[config.mk]
export PLATFORM = sky130hd
export DESIGN_NAME = read_queue_manager_flat
export DESIGN_NICKNAME = d
export VERILOG_FILES = /design/src/rtl/read_queue_manager_if.sv /design/src/rtl/read_queue_manager.sv /design/src/flat_wrapper.sv
export SDC_FILE = /design/constraint.sdc
export NUM_CORES = 2
export LEC_CHECK = 0
export ABC_AREA = 1
export CAP_MARGIN = 20
export CORE_ASPECT_RATIO = 1.5
export CORE_MARGIN = 3
export CORE_UTILIZATION = 25
export DETAILED_ROUTE_END_ITERATION = 10
export DONT_BUFFER_PORTS = 1
export GPL_ROUTABILITY_DRIVEN = 0
export SLEW_MARGIN = 20
export SYNTH_ARGS = -nofsm -noshare
export SYNTH_HDL_FRONTEND = slang
export SYNTH_SLANG_ARGS = --single-unit
[constraint.sdc]
create_clock -name clk -period 10.9 [get_ports clk]
set_input_delay 2.18 -clock clk [delete_from_list [all_inputs] [get_ports clk]]
set_output_delay 2.18 -clock clk [all_outputs]
set_load 0.02 [all_outputs]
[src/rtl/read_queue_manager_if.sv]
// Descriptor enqueue, read-request and address-issue signals shared between
// the write path, the read arbiter and read_queue_manager.
interface read_queue_manager_if #(
  parameter int unsigned num_of_priorities = 8,
  parameter int unsigned address_width     = 12,
  parameter int unsigned len_width         = 6
);
  localparam int unsigned pw = (num_of_priorities > 1) ? $clog2(num_of_priorities) : 1;

  logic                         enq_vld;
  logic [pw-1:0]                enq_priority;
  logic [address_width-1:0]     enq_addr;
  logic [len_width-1:0]         enq_len;
  logic [num_of_priorities-1:0] queue_full;
  logic [num_of_priorities-1:0] prepared;
  logic [num_of_priorities-1:0] next_data;
  logic [address_width-1:0]     address_to_read;
  logic                         addr_vld;
  logic                         last;
  logic                         pkt_done;
  logic [pw-1:0]                done_priority;
  logic                         err;

  modport master (
    output enq_vld, enq_priority, enq_addr, enq_len, next_data,
    input  queue_full, prepared, address_to_read, addr_vld, last,
           pkt_done, done_priority, err
  );

  modport slave (
    input  enq_vld, enq_priority, enq_addr, enq_len, next_data,
    output queue_full, prepared, address_to_read, addr_vld, last,
           pkt_done, done_priority, err
  );
endinterface

[src/rtl/read_queue_manager.sv]
// Per-priority {addr,len} descriptor FIFOs feeding the read arbiter; issues one
// SRAM word address per request and pops the head descriptor on its last word.
module read_queue_manager #(
  parameter int unsigned num_of_priorities = 8,
  parameter int unsigned address_width     = 12,
  parameter int unsigned len_width         = 6,
  parameter int unsigned queue_depth       = 8
) (
  input logic             clk,
  input logic             rst,
  read_queue_manager_if.slave bus
);
  localparam int unsigned pw = (num_of_priorities > 1) ? $clog2(num_of_priorities) : 1;
  localparam int unsigned qw = $clog2(queue_depth);

  typedef logic [qw:0] ptr_t;

  logic [address_width-1:0] addr_mem [num_of_priorities][queue_depth];
  logic [len_width-1:0]     len_mem  [num_of_priorities][queue_depth];
  ptr_t                     rd_ptr   [num_of_priorities];
  ptr_t                     wr_ptr   [num_of_priorities];
  ptr_t                     rd_nxt   [num_of_priorities];
  ptr_t                     wr_nxt   [num_of_priorities];
  logic [len_width-1:0]     cnt      [num_of_priorities];

  logic [pw-1:0]            sel;
  logic                     found;
  logic                     multi;
  logic                     enq_ok;
  logic                     serve;
  logic                     is_last;
  logic [address_width-1:0] head_addr;
  logic [len_width-1:0]     head_len;

  // Lowest set request bit wins; the rest only contribute to err.
  always_comb begin
    sel   = '0;
    found = 1'b0;
    for (int unsigned i = 0; i < num_of_priorities; i++) begin
      if (bus.next_data[i] && !found) begin
        sel   = pw'(i);
        found = 1'b1;
      end
    end
  end

  always_comb begin
    multi     = (bus.next_data & (bus.next_data - num_of_priorities'(1))) != '0;
    enq_ok    = bus.enq_vld && !bus.queue_full[bus.enq_priority] && (bus.enq_len != '0);
    serve     = found && bus.prepared[sel];
    head_addr = addr_mem[sel][rd_ptr[sel][qw-1:0]];
    head_len  = len_mem[sel][rd_ptr[sel][qw-1:0]];
    is_last   = (cnt[sel] == head_len - len_width'(1));
  end

  always_comb begin
    for (int unsigned p = 0; p < num_of_priorities; p++) begin
      wr_nxt[p] = wr_ptr[p];
      rd_nxt[p] = rd_ptr[p];
      if (enq_ok && (bus.enq_priority == pw'(p)))
        wr_nxt[p] = wr_ptr[p] + ptr_t'(1);
      if (serve && is_last && (sel == pw'(p)))
        rd_nxt[p] = rd_ptr[p] + ptr_t'(1);
    end
  end

  always_ff @(posedge clk) begin
    if (enq_ok) begin
      addr_mem[bus.enq_priority][wr_ptr[bus.enq_priority][qw-1:0]] <= bus.enq_addr;
      len_mem[bus.enq_priority][wr_ptr[bus.enq_priority][qw-1:0]]  <= bus.enq_len;
    end
  end

  // Status flags are registered from the next-pointer values, so a pop that
  // empties a queue clears prepared in the same cycle as pkt_done.
  always_ff @(posedge clk or negedge rst) begin
    if (!rst) begin
      for (int unsigned p = 0; p < num_of_priorities; p++) begin
        rd_ptr[p] <= '0;
        wr_ptr[p] <= '0;
        cnt[p]    <= '0;
      end
      bus.queue_full      <= '0;
      bus.prepared        <= '0;
      bus.address_to_read <= '0;
      bus.addr_vld        <= 1'b0;
      bus.last            <= 1'b0;
      bus.pkt_done        <= 1'b0;
      bus.done_priority   <= '0;
      bus.err             <= 1'b0;
    end else begin
      for (int unsigned p = 0; p < num_of_priorities; p++) begin
        rd_ptr[p]          <= rd_nxt[p];
        wr_ptr[p]          <= wr_nxt[p];
        bus.queue_full[p]  <= (wr_nxt[p] == {~rd_nxt[p][qw], rd_nxt[p][qw-1:0]});
        bus.prepared[p]    <= (wr_nxt[p] != rd_nxt[p]);
      end
      if (serve) begin
        cnt[sel]            <= is_last ? '0 : cnt[sel] + len_width'(1);
        bus.address_to_read <= head_addr + address_width'(cnt[sel]);
      end
      if (serve && is_last)
        bus.done_priority <= sel;
      bus.addr_vld <= serve;
      bus.last     <= serve && is_last;
      bus.pkt_done <= serve && is_last;
      bus.err      <= (bus.enq_vld && !enq_ok) || (found && (multi || !bus.prepared[sel]));
    end
  end
endmodule

[src/flat_wrapper.sv]
// flat-port wrapper written by rule: the top's interface ports become plain ports
module read_queue_manager_flat 
#(
  parameter int unsigned num_of_priorities = 8,
  parameter int unsigned address_width     = 12,
  parameter int unsigned len_width         = 6,
  parameter int unsigned queue_depth       = 8
)
  (clk, rst, bus_enq_vld, bus_enq_priority, bus_enq_addr, bus_enq_len, bus_next_data, bus_queue_full, bus_prepared, bus_address_to_read, bus_addr_vld, bus_last, bus_pkt_done, bus_done_priority, bus_err);
  read_queue_manager_if #(.num_of_priorities(num_of_priorities), .address_width(address_width), .len_width(len_width)) bus_i ();
  input logic clk;
  input logic rst;
  input wire logic [$bits(bus_i.enq_vld)-1:0] bus_enq_vld;
  input wire logic [$bits(bus_i.enq_priority)-1:0] bus_enq_priority;
  input wire logic [$bits(bus_i.enq_addr)-1:0] bus_enq_addr;
  input wire logic [$bits(bus_i.enq_len)-1:0] bus_enq_len;
  input wire logic [$bits(bus_i.next_data)-1:0] bus_next_data;
  output wire logic [$bits(bus_i.queue_full)-1:0] bus_queue_full;
  output wire logic [$bits(bus_i.prepared)-1:0] bus_prepared;
  output wire logic [$bits(bus_i.address_to_read)-1:0] bus_address_to_read;
  output wire logic [$bits(bus_i.addr_vld)-1:0] bus_addr_vld;
  output wire logic [$bits(bus_i.last)-1:0] bus_last;
  output wire logic [$bits(bus_i.pkt_done)-1:0] bus_pkt_done;
  output wire logic [$bits(bus_i.done_priority)-1:0] bus_done_priority;
  output wire logic [$bits(bus_i.err)-1:0] bus_err;
  assign bus_i.enq_vld = bus_enq_vld;
  assign bus_i.enq_priority = bus_enq_priority;
  assign bus_i.enq_addr = bus_enq_addr;
  assign bus_i.enq_len = bus_enq_len;
  assign bus_i.next_data = bus_next_data;
  assign bus_queue_full = bus_i.queue_full;
  assign bus_prepared = bus_i.prepared;
  assign bus_address_to_read = bus_i.address_to_read;
  assign bus_addr_vld = bus_i.addr_vld;
  assign bus_last = bus_i.last;
  assign bus_pkt_done = bus_i.pkt_done;
  assign bus_done_priority = bus_i.done_priority;
  assign bus_err = bus_i.err;
  read_queue_manager #(.num_of_priorities(num_of_priorities), .address_width(address_width), .len_width(len_width), .queue_depth(queue_depth)) u_core (.clk(clk), .rst(rst), .bus(bus_i));
endmodule
After elaboration in Yosys (flattened, before gate mapping)
Memories as Yosys holds them, arrays and structs flattened. Cells that the tools add are included.

Add/sub/neg operators: 20. Magnitude comparators: 8. Equality and inequality tests: 31. Mux-type cells: 61. Bitwise gates (word level): 13. Reductions and logical operators: 47.

Operators with widths (number): $mux 96 (1); $add 4x1->4 const B (16); $mux 4 (16); $bwmux 48 (1); $mux 48 (1); $mux 6 (7); $bmux 12 s3 (1); $bmux 6 s3 (2); $demux 12 s3 (1); $demux 6 s3 (2); $mux 12 (3); $eq 4x4->1 (8); $ne 4x4->1 (8); $logic_and 1x1->1 (31); $mux 3 (10); $bmux 4 s3 (2); $eq 3x3->1 const B (8); $ge 4x4->1 const B (4); $not 3->4 (4); $add 12x6->12 (1); $eq 3x2->1 const B (4); $mux 1 (12); $logic_not 1->1 (10); $and 8x8->8 (1); 13 further kinds (26).

Flip-flop bits (word level): 146. RAM bits: 1152. Output and inout bits: 35. Word-level logic and storage cells: 213. Memories: 2.

Memory list: u_core.addr_mem (words 8, bits a word 96, rd ports 1, clocked after Yosys merged registers in 0, write ports 1, RTL line read_queue_manager.sv:18) `logic [address_width-1:0] addr_mem [num_of_priorities][queue_depth];`; u_core.len_mem (words 8, bits a word 48, rd ports 1, clocked after Yosys merged registers in 0, write ports 1, RTL line read_queue_manager.sv:19) `logic [len_width-1:0] len_mem [num_of_priorities][queue_depth];`.

Logic depth before layout (Yosys ltp)
Depth in word-level cells: 37. Mapped depth: 35. Mapped depth without buffers: 33.

Worst setup path after synthesis
Ideal clock, no wire load.

Kind: input port to flip-flop. Start point: input bus_next_data[0]. End point: register u_core.bus.address_to_read[10]. Setup time: 0.118 ns. Arrival time: 6.408 ns. Slack: 4.374 ns. Stages: 32. Buffers on the path: 6. Cells stage by stage: nor2_2 nand4_4 nand2_1 nor2_4 nand2_2 buf_2 buf_4 buf_4 buf_2 clkbuf_1 clkbuf_1 o22ai_1 o21ai_0 nand3_1 a221o_1 o21ai_0 ha_1 fa_1 a21oi_1 nor2_1 nor2_1 nor2_1 nor2_1 inv_1 a21oi_1 inv_1 nand2_1 nor2_1 nand3_1 or2_0 nand3_1 nand2_1.

Cells in the longest elaborated chain, start to end: 31. Elaborated cells on any way between the ends: 45. Classes of those cells: add/sub: 1; mux: 26; bitwise: 2; reduce/logical: 15; memory: 1.

Ends and longest elaborated chain: start, declared (RTL line flat_wrapper.sv:17) `input wire logic [$bits(bus_i.next_data)-1:0] bus_next_data;`; $mux 1 (*) (RTL line read_queue_manager.sv:40) `if (bus.next_data[i] && !found) begin`; $logic_not 1->1 (RTL line read_queue_manager.sv:40); $logic_and 1x1->1 (RTL line read_queue_manager.sv:40); $mux 1 (RTL line read_queue_manager.sv:40); $logic_not 1->1 (RTL line read_queue_manager.sv:40); $logic_and 1x1->1 (RTL line read_queue_manager.sv:40); $mux 1 (RTL line read_queue_manager.sv:40); $logic_not 1->1 (RTL line read_queue_manager.sv:40); [13 not listed]; $mux 3 (RTL line read_queue_manager.sv:40); $not 3->4 (implied by the code) (RTL line read_queue_manager.sv:51, read_queue_manager.sv:100); $bmux 4 s3 (RTL line read_queue_manager.sv:51) `head_addr = addr_mem[sel][rd_ptr[sel][qw-1:0]];`; $mux 3 (implied by the code) (2 in a row) (RTL line read_queue_manager.sv:51); $not 3->4 (implied by the code) (RTL line read_queue_manager.sv:51); $bmux 12 s3 (RTL line read_queue_manager.sv:51); $mux 12 (implied by the code) (2 in a row) (RTL line read_queue_manager.sv:51); $add 12x6->12 (RTL line read_queue_manager.sv:100) `bus.address_to_read <= head_addr + address_width'(cnt[sel]);`; end signal, assigned (RTL line read_queue_manager.sv:100); end, declared (RTL line read_queue_manager_if.sv:32) `output queue_full, prepared, address_to_read, addr_vld, last,`.

Every way passes the cells marked *; elsewhere a longest branch is shown, timed or not. The select of a mux whose other input is x is not followed. A chain may end at the register's enable or synchronous reset.

==> flow_metrics.tcl <==
set metrics [dict create \
    outcome "complete, no violations" \
    yosysMostFrequentCell "edfxtp_1" \
    grt_pass1_wl_mm 237 \
    peakVddDrop_v 0.000153 \
    fin_crit_ps 7850 \
    netlist_instances 4353 \
    cts_hold_buf 0 \
    use_met3 0.0220 \
    drt-wirelength-per-cell_um 23.0 \
    total_power_mw 11.8 \
    period_share 0.721 \
    hold_path.startpoint "u_core.cnt[0]" \
    synth.area.top_cells "edfxtp_1 (65%), nand2_1 (6.9%), dfrtp_1 (6.9%)" \
    slew_viol_final 0 \
    avgSynthCellArea_um2 12.2 \
    h-tree-depth 3 \
    r2r_start "u_core.rd_ptr[28]" \
    fp.dieArea_mm2 0.217 \
    ant_nets 0 \
    rows 206 \
    numCtsBuffers 112 \
    ios 67 \
    portBuffers 0 \
    cts.clk_slew.worst_paths_ps 70 \
    grt_max_degree 147 \
    design.core.area_mm2 0.210 \
    ys.flop_type "edfxtp_1" \
    max_slew.worst_pin.slew_ps 1280 \
    cts.sink_count 1298 \
    drt_iter0_drc 3732 \
    track_usage 0.147 \
    async_flop_share 0.112 \
    drt_first_pass_iters 7 \
    clock_path_buffers 3 \
    die_w_um 382 \
    wirelength_mm 166 \
    yosys_warnings 0 \
    dp_hpwl_mm 101 \
    tritoncts "yes" \
    initial_core_util 0.252 \
    syn-num-nets 4410 \
    grt_pass1_vias 33900 \
    met2_usage 0.257 \
    whs_ps 489 \
    max_freq_mhz 127 \
    path_max_fanout 64 \
    drive_gt1_frac 0.0785 \
    slew_headroom 0.146 \
    crit_path_start "bus_next_data[0]" \
    synthTopCellsByCount "edfxtp_1 (1152), nand2_1 (979), o22ai_1 (359), nand3_1 (323), inv_1 (295)" \
    post-route-drc-count 0 \
    num-nets-final 4381 \
    crit_arrival_ps 8500 \
    crit_type "primary input to flip-flop" \
    cp-start-kind "primary input" \
    dieHeight_um 570 \
    vias 35200 \
    synth_cell_types 57 \
    antenna_found_initial 3 \
    syn2layout_area_growth_pct 13.7 \
    netlist.area_leader.share 0.653 \
    p_leak_nw 21.2 \
    fin_skew_ps 50.2 \
    yosys_register_bits 1298 \
    postCtsSetupRepairBufs 0 \
    via_per_inst 4.87 \
    synth_area_mm2 0.0529 \
    synth_edf_count 1152 \
    cts_root_buf "clkbuf_16" \
    worstSkewPairLatency_ps 760 \
    powerDensity_mw_per_mm2 196 \
    rsz0062_at_grt "no" \
    synth_largest_area_cell "edfxtp_1" \
    top_usage_layer "met2" \
    cp.required_ps 11550 \
    finalHoldViolCount 0 \
    grt.overflow.total 0 \
    finalSetupViolCount 0 \
    cap_violations 0 \
    hp-class "flip-flop to flip-flop" \
    fin_setup_tns_ps 0 \
    grt_util_met1 0.166 \
    yosysSeqAreaShare 0.722 \
    ctsResizeCount 0 \
    endpoint_kind "flip-flop" \
]
==> per-layer routing <==
layer / vias to the layer above / wire length (µm)
met3: 407 / 12000
met2: 1558 / 83200
met1: 17700 / 59300
met4: 2 / 11800
li1: 15600 / -
met5: - / 13
==> sequential cells by signal, indices dropped and copies added, names as in the netlist <==
register,count
u_core.bus.err,1
u_core.bus.addr_vld,1
u_core.bus.last,1
u_core.bus.address_to_read,12
u_core.addr_mem,768
u_core.cnt,48
u_core.bus.done_priority,3
u_core.rd_ptr,32
u_core.wr_ptr,32
u_core.bus.queue_full,8
u_core.len_mem,384
u_core.bus.prepared,8
==> path summary, 6_finish.rpt <==
path                                          endpoint  slack, ps  cells past startpoint
max in group asynchronous               u_core.cnt[24]       9550                      0
worst min register to register           u_core.cnt[0]        490                      2
worst max register to register  u_core.bus.prepared[3]       5640                     26
worst min-delay path                     u_core.cnt[0]        490                      2
worst max-delay path            u_core.bus.prepared[3]       3050                     28
min in group asynchronous             u_core.rd_ptr[3]       1120                      0
==> power breakdown <==
group | internal (mW) | switching [mW]
Combinational | 0.500 | 1.35
Sequential | 5.65 | 0.210
Clock | 2.24 | 1.87
Total | 8.40 | 3.43
==> cells by family (layout without fill, tap and decap cells) <==
kind of cell	after synthesis	in the layout	synth area share
adders and majority gates	25	25	0.00605
DFF	1298	1298	0.722
and+or+nand+nor	1655	1655	0.132
xor gates and xnor gates	47	47	0.00777
other	0	2	0
AOI/OAI and AO/OA	802	802	0.0905
buffers and inverters	526	591	0.0417
==> cell usage in the layout, fill, tap and decap left out, types with 66 or more instances in the layout <==
cell type,Yosys,routed
nand3_1,323,323
nand2_1,979,977
o22ai_1,359,359
o21ai_0,270,270
edfxtp_1,1152,1152
dfrtp_1,146,146
nor2_1,266,206
buf_4,19,66
inv_1,295,295
clkbuf_16,0,113
==> per-stage QoR <==
step,setup WS [ps],area [µm²],utilization,std cells
final,3050,60200,0.286,7228
after global routing,2730,60200,0.286,7227
after CTS,3220,60100,0.286,7224
after detailed placement,2410,56400,0.268,7016
after global placement,2520,56300,0.268,7013
after floorplan,4370,52900,-,4353
==> worst max-delay path: stages <==
cell and delay (ps):
inv_2 30, nand2_2 90, nor2_1 80, nand3_4 140
nand3_4 630, nand2_8 780, nor2_1 90, nor2_1 140
o211ai_2 90, nand2_1 70, nand2_1 480, inv_1 930
nand3_1 220, nand2_1 170, ha_1 260, xor2_1 170
inv_1 70, nand3_1 100, inv_1 80, nand3_2 120
nor2_8 550, nand2_1 300, nand2_1 200, nand2_1 110
nand2_1 80, nand2_1 60, nor2_1 110, nand2_1 60
==> area by class of cell <==
| class | instances | area, µm² |
|---|---|---|
| Antenna cell | 2 | 5.00 |
| Clock buffer | 146 | 2960 |
| Clock inverter | 62 | 764 |
| Fill cell | 21400 | 150000 |
| Inverter | 304 | 1150 |
| Multi-Input combinational cell | 2529 | 12800 |
| Sequential cell | 1298 | 38200 |
| Tap cell | 2808 | 3510 |
| Timing Repair Buffer | 79 | 739 |
Power figures use the tool's default switching activity.
